==> src/rtl/joy_serial_rx.sv <==
// Serial joystick receiver for chained 74165 pads: loads, shifts and latches PLAYERS*BITS buttons per frame.
// Optional JOY_SERIAL_DEBOUNCE_EN: a pad field only updates after two identical consecutive frames.
module joy_serial_rx #(
   parameter int PLAYERS    = 2,
   parameter int BITS       = 12,
   parameter int CLK_DIV    = 20,
   parameter int LOAD_TICKS = 2,
   parameter int GAP_TICKS  = 8
) (
   input  logic                      clk_sys,
   input  logic                      reset,
   input  logic                      enable,
   input  logic                      ser_data,
   output logic                      ser_clk,
   output logic                      ser_load_n,
   output logic [PLAYERS*BITS-1:0]   joy_out,
   output logic [PLAYERS-1:0]        disconnected,
   output logic                      frame_valid,
   output logic                      busy
);

   localparam int NBITS  = PLAYERS * BITS;
   localparam int DIV_W  = $clog2(CLK_DIV);
   localparam int IDX_W  = $clog2(NBITS);
   localparam int TMAX   = (LOAD_TICKS > GAP_TICKS) ? LOAD_TICKS : GAP_TICKS;
   localparam int TCNT_W = $clog2(TMAX + 1);

   typedef enum logic [1:0] {ST_IDLE, ST_LOAD, ST_SHIFT, ST_GAP} state_t;

   state_t              r_state, w_state_next;
   logic [DIV_W-1:0]    r_div;
   logic [TCNT_W-1:0]   r_tcnt, w_tcnt_next;
   logic [IDX_W-1:0]    r_idx, w_idx_next;
   logic                r_phase, w_phase_next;
   logic                r_ser_clk, w_ser_clk_next;
   logic                r_load_n, w_load_n_next;
   logic                r_sync1, r_sync2;
   logic [NBITS-1:0]    r_shreg;
   logic [NBITS-1:0]    r_joy;
   logic [PLAYERS-1:0]  r_disc;
   logic                r_fv;
   logic                w_tick, w_sample, w_latch;
   logic [NBITS-1:0]    w_dec_joy;
   logic [PLAYERS-1:0]  w_dec_disc;
   logic [PLAYERS-1:0]  w_upd;

   assign w_tick = (r_div == DIV_W'(CLK_DIV - 1));

   always_ff @(posedge clk_sys) begin
      if (reset) begin
         r_div   <= '0;
         r_sync1 <= 1'b1;
         r_sync2 <= 1'b1;
      end else begin
         r_div   <= w_tick ? '0 : r_div + DIV_W'(1);
         r_sync1 <= ser_data;
         r_sync2 <= r_sync1;
      end
   end

   always_comb begin
      w_state_next   = r_state;
      w_tcnt_next    = r_tcnt;
      w_idx_next     = r_idx;
      w_phase_next   = r_phase;
      w_ser_clk_next = r_ser_clk;
      w_load_n_next  = r_load_n;
      w_sample       = 1'b0;
      w_latch        = 1'b0;
      case (r_state)
         ST_IDLE: begin
            if (w_tick && enable) begin
               w_state_next  = ST_LOAD;
               w_load_n_next = 1'b0;
               w_tcnt_next   = '0;
            end
         end
         ST_LOAD: begin
            if (w_tick) begin
               if (r_tcnt == TCNT_W'(LOAD_TICKS - 1)) begin
                  w_state_next  = ST_SHIFT;
                  w_load_n_next = 1'b1;
                  w_idx_next    = '0;
                  w_phase_next  = 1'b0;
               end else begin
                  w_tcnt_next = r_tcnt + TCNT_W'(1);
               end
            end
         end
         ST_SHIFT: begin
            // Even tick samples and raises ser_clk; odd tick lowers it and advances.
            if (w_tick) begin
               if (!r_phase) begin
                  w_sample       = 1'b1;
                  w_ser_clk_next = 1'b1;
                  w_phase_next   = 1'b1;
               end else begin
                  w_ser_clk_next = 1'b0;
                  w_phase_next   = 1'b0;
                  if (r_idx == IDX_W'(NBITS - 1)) begin
                     w_state_next = ST_GAP;
                     w_tcnt_next  = '0;
                     w_latch      = 1'b1;
                  end else begin
                     w_idx_next = r_idx + IDX_W'(1);
                  end
               end
            end
         end
         ST_GAP: begin
            if (w_tick) begin
               if (r_tcnt == TCNT_W'(GAP_TICKS - 1)) begin
                  if (enable) begin
                     w_state_next  = ST_LOAD;
                     w_load_n_next = 1'b0;
                     w_tcnt_next   = '0;
                  end else begin
                     w_state_next = ST_IDLE;
                  end
               end else begin
                  w_tcnt_next = r_tcnt + TCNT_W'(1);
               end
            end
         end
         default: w_state_next = ST_IDLE;
      endcase
   end

   // A pad whose every bit read as pressed is treated as unplugged.
   generate
      for (genvar gi = 0; gi < PLAYERS; gi++) begin : g_pad
         assign w_dec_disc[gi]             = &r_shreg[gi*BITS +: BITS];
         assign w_dec_joy[gi*BITS +: BITS] = w_dec_disc[gi] ? '0 : r_shreg[gi*BITS +: BITS];
      end
   endgenerate

`ifdef JOY_SERIAL_DEBOUNCE_EN
   logic [NBITS-1:0]   r_prev_joy;
   logic [PLAYERS-1:0] r_prev_disc;
   logic               r_prev_valid;

   generate
      for (genvar gi = 0; gi < PLAYERS; gi++) begin : g_deb
         assign w_upd[gi] = r_prev_valid
                          && (w_dec_joy[gi*BITS +: BITS] == r_prev_joy[gi*BITS +: BITS])
                          && (w_dec_disc[gi] == r_prev_disc[gi]);
      end
   endgenerate

   always_ff @(posedge clk_sys) begin
      if (reset) begin
         r_prev_joy   <= '0;
         r_prev_disc  <= '0;
         r_prev_valid <= 1'b0;
      end else if (w_latch) begin
         r_prev_joy   <= w_dec_joy;
         r_prev_disc  <= w_dec_disc;
         r_prev_valid <= 1'b1;
      end
   end
`else
   assign w_upd = '1;
`endif

   always_ff @(posedge clk_sys) begin
      if (reset) begin
         r_state   <= ST_IDLE;
         r_tcnt    <= '0;
         r_idx     <= '0;
         r_phase   <= 1'b0;
         r_ser_clk <= 1'b0;
         r_load_n  <= 1'b1;
         r_shreg   <= '0;
         r_joy     <= '0;
         r_disc    <= '0;
         r_fv      <= 1'b0;
      end else begin
         r_state   <= w_state_next;
         r_tcnt    <= w_tcnt_next;
         r_idx     <= w_idx_next;
         r_phase   <= w_phase_next;
         r_ser_clk <= w_ser_clk_next;
         r_load_n  <= w_load_n_next;
         r_fv      <= w_latch;
         if (w_sample)
            r_shreg[r_idx] <= ~r_sync2;
         if (w_latch) begin
            for (int p = 0; p < PLAYERS; p++) begin
               if (w_upd[p]) begin
                  r_joy[p*BITS +: BITS] <= w_dec_joy[p*BITS +: BITS];
                  r_disc[p]             <= w_dec_disc[p];
               end
            end
         end
      end
   end

   assign ser_clk      = r_ser_clk;
   assign ser_load_n   = r_load_n;
   assign joy_out      = r_joy;
   assign disconnected = r_disc;
   assign frame_valid  = r_fv;
   assign busy         = (r_state != ST_IDLE);

endmodule

==> config.mk <==
export PLATFORM = sky130hd
export DESIGN_NAME = joy_serial_rx
export DESIGN_NICKNAME = d
export VERILOG_FILES = /design/src/rtl/joy_serial_rx.sv
export SDC_FILE = /design/constraint.sdc
export NUM_CORES = 1
export LEC_CHECK = 0
export ABC_CLOCK_PERIOD_IN_PS = 4800
export BUFFER_PORTS_ARGS = -buffer_cell sky130_fd_sc_hd__buf_2
export CAP_MARGIN = 5
export CORE_MARGIN = 2
export CORE_UTILIZATION = 60
export DETAILED_ROUTE_END_ITERATION = 12
export PLACE_DENSITY = 0.84
export SLEW_MARGIN = 10
export SYNTH_ARGS = -nofsm -noshare
export SYNTH_HDL_FRONTEND = slang
export SYNTH_SLANG_ARGS = --single-unit
==> constraint.sdc <==
create_clock -name clk_sys -period 4.8 [get_ports clk_sys]
set_clock_uncertainty 0.15 [all_clocks]
set_input_delay 0.48 -clock clk_sys [delete_from_list [all_inputs] [get_ports clk_sys]]
set_output_delay 0.48 -clock clk_sys [all_outputs]
set_load 0.005 [all_outputs]
Word-level counts from Yosys, hierarchy flattened
Cells that the tools add are included.

word-level totals
  word-level logic and storage cells = 102
  output and inout port bits = 30
  input port bits = 4
  bits in registers = 72

operators by class
  reduce and logical (&&, ||, !) cells = 15
  add/sub/neg operators = 3
  bitwise gates (word level) = 1
  equality and inequality tests = 19
  order comparisons = 2
  multiplexer cells = 49

operators with widths
  cell                                                         number
  two-way mux 4 bit                                            9
  two-way mux 5 bit                                            5
  bitwise mux 24 bit                                           1
  two-way mux 12 bit                                           2
  AND reduction 12 bit                                         2
  != test 2 bit (second input constant)                        11
  two-way mux 1 bit                                            18
  two-way mux 2 bit                                            8
  case mux 4 bit (4 select lines)                              1
  AND reduction 8 bit                                          2
  adder 5 x 1 -> 5 bit (second input constant)                 2
  == test 5 bit (second input constant)                        2
  case mux 5 bit (2 select lines)                              1
  case mux 2 bit (4 select lines)                              1
  AND reduction 7 bit                                          1
  less-than comparator 5 x 6 -> 1 bit (second input constant)  1
  AND reduction 6 bit                                          1
  demux 1 bit (select 5 bit)                                   1
  >= comparator 5 x 1 -> 1 bit (second input constant)         1
  adder 4 x 1 -> 4 bit (second input constant)                 1
  == test 2 bit (second input constant)                        2
  == test 4 x 1 -> 1 bit (second input constant)               1
  == test 4 x 3 -> 1 bit (second input constant)               1
  AND reduction 4 bit                                          1
  11 further kinds                                             13

Depth between registers and ports, before layout
  depth in word-level cells = 5
  gate-level depth with buffers = 9
  mapped depth without buffers = 7

Worst setup path after synthesis
OpenSTA, ideal clock, no wires.

  path type = register -> register
  start = register r_state[1]
  end = register r_tcnt[2]
  stages on the path, launching flop included = 9
  period minus slack after synthesis = 2.069 ns
  path slack = 2.731 ns
  path buffers = 1
  setup time = 0.071 ns
  data arrival time = 1.849 ns
  data required time = 4.579 ns
  cells stage by stage = dfxtp_1 inv_1 ha_1 clkbuf_1 nand4bb_1 o31a_1 nand4_4 or4b_1 a21oi_1

on the way
  cells in the longest elaborated chain, start to end = 3
  elaborated cells between the ends (all ways) = 14
  those cells by class = eq/ne (11); mux (1); reduce/logical (2)

RTL lines
  item                                                             RTL line  RTL
  from (decl)                                                      30        state_t r_state, w_state_next;
  from (signal assigned)                                           178       r_state <= w_state_next;
  == test 2 bit, or another cell as far along                      70        case (r_state)
  != test 3 bit (no source line) or != test 2 bit (tied branches)  -
  AND reduction 8 bit (no source line)                             -
  to (signal assigned)                                             179       r_tcnt <= w_tcnt_next;
  to (decl)                                                        32        logic [TCNT_W-1:0] r_tcnt, w_tcnt_next;

Parallel ways exist; a longest one is shown, timed or not.
A chain may end at the register's enable or synchronous reset.

Final worst setup path
  start = register r_div[0]
  end = register r_joy[3] (netlist: joy_out[3])

on the way
  cells in the longest elaborated chain, start to end = 3

RTL lines
  item                             RTL line  RTL
  from (decl)                      31        logic [DIV_W-1:0] r_div;
  from (signal assigned)           55        r_div <= w_tick ? '0 : r_div + DIV_W'(1);
  == test 5 bit                    47        assign w_tick = (r_div == DIV_W'(CLK_DIV - 1));
  two-way mux 1 bit                92        if (w_tick) begin
  two-way mux 1 bit                70
  to (signal, indexed assignment)  190       r_joy[p*BITS +: BITS] <= w_dec_joy[p*BITS +: BITS];
  to (decl)                        39        logic [NBITS-1:0] r_joy;

No other way between the ends.

==> flow_summary.yaml <==
global_routing:
  grt_pass1_vias: 2395
  grt_overflow_total: 0
  grt_pass1_wl_um: 11050
  grt_util_all_layers: 0.2334
  grt_max_degree: 68
  antenna_found_initial: 0
power:
  ir_worst_vdd_uv: 210.2
  sw_frac_of_total: 0.2636
  comb_power_share: 0.092
  pwr-share-clk: 0.384
  p_sw_w: 0.0003077
  p_seq_frac: 0.523
  p_int_w: 0.0008593
  leakage_nw: 1.307
  p_per_area_nw_per_um2: 337.2
yosys:
  seq_area_frac_synth: 0.4630
  ys_async_sr_fraction: 0
  yosysMostFrequentCell: "dfxtp_1"
  netlist.top_cell.by_area: "dfxtp_1"
  yosys.cell_types.count: 45
  synth_edf_count: 0
  synth_top_area_frac: 0.4630
  ys_ff_latch: 72
  syn_nets: 351
  synth_area_leaders: "dfxtp_1 (46%), a311oi_1 (6.2%), a22oi_1 (6.0%)"
  netlist_area_sq_um: 3113
  avgSynthCellArea_sq_um: 9.265
  synth_warnings: 0
  synth_cells: 336
  synthFlopType: "dfxtp_1"
  ys_top_cells_by_count: "dfxtp_1 (72), nor2_1 (41), a21oi_1 (29), a22oi_1 (25), a311oi_1 (22)"
setup_path:
  crit_path_start_kind: "flip-flop"
  worstRegToRegCells: 7
  rrSetupSlack_ns: 2.09
  worstPathRequired_ns: 4.93
  cp-end-kind: "flip-flop"
  worstPathArrival_ns: 2.84
  criticalPathCategory: "flip-flop to flip-flop"
  critical_path_peak_fanout: 29
  crit-reg2reg-launch: "r_div[0]"
  r2r-end: "joy_out[3]"
timing:
  tightest_slew_ns: 0.9588
  period_needed_ns: 2.706
  max_slew_margin: 0.3594
  fmax_mhz: 369.6
  setup_viol: 0
  hold_viol: 0
  rsz0062_at_grt: "no"
  finalMaxSlewViolations: 0
  post-route-period-util: 0.5637
  fin_setup_tns_ns: 0
min_path:
  worstHoldPathCells: 2
  min-delay-start: "ser_data"
  holdPathEnd: "r_sync1"
  hold_class: "primary input to flip-flop"
drt:
  drtPass1Iterations: 5
  viasPerCell: 5.965
  detail_route.wl_per_cell_um: 14.52
  wl_um: 6273
  vias: 2577
  antenna_left: 0
  drt-initial-drc-count: 135
  drc: 0
clock_network:
  clk_pin_slew_worst_paths_ns: 0.08
  cts_resized: 0
  cts_buffer_depth: 2
  cts-root-buf: "clkbuf_8"
  htreeDepth: 3
  cts_hold_buf: 0
  post_cts_buffers: 0
  clk_latency_ns: 0.35
  cts_tree: "built"
  clock-sinks: 72
  cts_buffers: 9
die:
  dieWidth_um: 76.03
  fp.dieH_um: 76.03
  initial_utilization: 0.6174
  placementRows: 26
  ioPinCount: 34
  die-area_sq_um: 5781
  core_area_sq_um: 5042
finish:
  fin_cells: 432
  nets: 372
  fillers: 393
  drive_above_1_share: 0.1685
  ff_latch_area_sq_um: 1441
  syn_to_final_growth_pct: 11.17
  diodes: 0
  multi_input_area_sq_um: 1470
placed_design:
  gp_congestion: 0.7966
  place_inst: 416
  dp_hpwl_um: 4004
  port_buffers: 33
outcome:
  run_status: "completed"
run:
  maxCapViolations: 0
[cell families after synthesis]
logic type / after synthesis / synth area share
AO/OA/AOI/OAI: 98 / 0.2243
AND/OR/NAND/NOR: 99 / 0.1700
flip-flops: 72 / 0.4630
adder cells (fa/ha/maj): 11 / 0.04421
multiplexers: 7 / 0.02251
buffers and inverters: 45 / 0.06471
XOR/XNOR: 4 / 0.01125
[cells in the final DEF (no fill, tap or decap), types with 2 or more instances in the layout]
cell | synthesis | layout
a21oi_1 | 29 | 29
a22oi_1 | 25 | 25
a311oi_1 | 22 | 22
a31oi_1 | 2 | 2
buf_2 | 11 | 33
buf_4 | 1 | 6
clkbuf_8 | 0 | 11
clkinvlp_4 | 0 | 3
dfxtp_1 | 72 | 72
ha_1 | 11 | 11
inv_1 | 16 | 16
mux2i_1 | 7 | 7
nand2_1 | 10 | 10
nand3_1 | 2 | 2
nand4_1 | 8 | 8
nand4b_1 | 2 | 2
nand4bb_1 | 2 | 2
nor2_1 | 41 | 41
nor2b_1 | 4 | 4
nor3_1 | 9 | 9
nor3b_1 | 4 | 4
nor4_1 | 4 | 4
o211ai_1 | 3 | 3
o21ai_0 | 6 | 6
o31ai_1 | 3 | 3
or2_2 | 2 | 2
or3_1 | 3 | 3
xnor2_1 | 4 | 4
[worst max path at each step]
stage | startpoint | endpoint | slack (ns) | depth (start not counted)
final | r_div[0] | joy_out[3] | 2.09 | 7
after global routing | r_div[0] | joy_out[16] | 1.87 | 7
after CTS | r_div[0] | joy_out[3] | 2.16 | 7
after detailed placement | r_div[0] | joy_out[3] | 2.16 | 7
after global placement | r_div[0] | joy_out[0] | 2.27 | 7
after floorplan | r_state[1] | r_tcnt[2] | 2.73 | 8
[layer usage]
| metal | global-route usage | wire length [um] | up-vias |
|---|---|---|---|
| li1 | - | - | 1282 |
| met1 | 0.3027 | 2933 | 1228 |
| met2 | 0.3795 | 2974 | 62 |
| met3 | 0.06161 | 318 | 5 |
| met4 | 0.08182 | 46 | 0 |
| met5 | 0 | 0 | - |
[final cells by class]
cell class                 count  area share
multi-input combinational    219      0.4248
sequential                    72      0.4165
timing repair buffer          39     0.06074
clock buffer                  11     0.04375
tap                           70     0.02531
inverter                      16     0.01735
clock inverter                 5     0.01157
[power by group through the flow]
| stage | Sequential [W] | Clock (W) | Combinational, W |
|---|---|---|---|
| after floorplan | 0.000622 | 0 | 0.0000858 |
| after global placement | 0.000624 | 0 | 0.000103 |
| after detailed placement | 0.000625 | 0 | 0.000107 |
| after CTS | 0.000610 | 0.000454 | 0.000107 |
| after global routing | 0.000612 | 0.000483 | 0.000124 |
| final | 0.000611 | 0.000449 | 0.000108 |
[metrics by stage]
| step | setup slack, ns | instance area, sq um | hold WS, ns | total power [W] | utilization |
|---|---|---|---|---|---|
| floorplan | 2.731 | 3113 | 0.2395 | 0.0007079 | - |
| global route | 1.869 | 3461 | 0.1561 | 0.001219 | 0.6864 |
| finish | 2.094 | 3461 | 0.1711 | 0.001167 | 0.6864 |
| global placement | 2.270 | 3269 | 0.2415 | 0.0007272 | 0.6484 |
| detailed placement | 2.163 | 3269 | 0.2519 | 0.0007312 | 0.6484 |
| CTS | 2.155 | 3461 | 0.1652 | 0.001172 | 0.6864 |
[critical path, stage by stage, from the launching register on]
cell and delay [ns]:
dfxtp_1 0.36, ha_1 0.24, and4bb_1 0.46, nand4_1 0.16, buf_4 0.26, nor2_1 0.71
a22oi_1 0.17, nor2_1 0.12
[sequential cells by signal (all words and copies together) (netlist names), 2 cells and up]
signal / cells
disconnected: 2
joy_out: 24
r_div: 5
r_idx: 5
r_shreg: 24
r_state: 2
r_tcnt: 4
(Power assumes the default switching activity.)
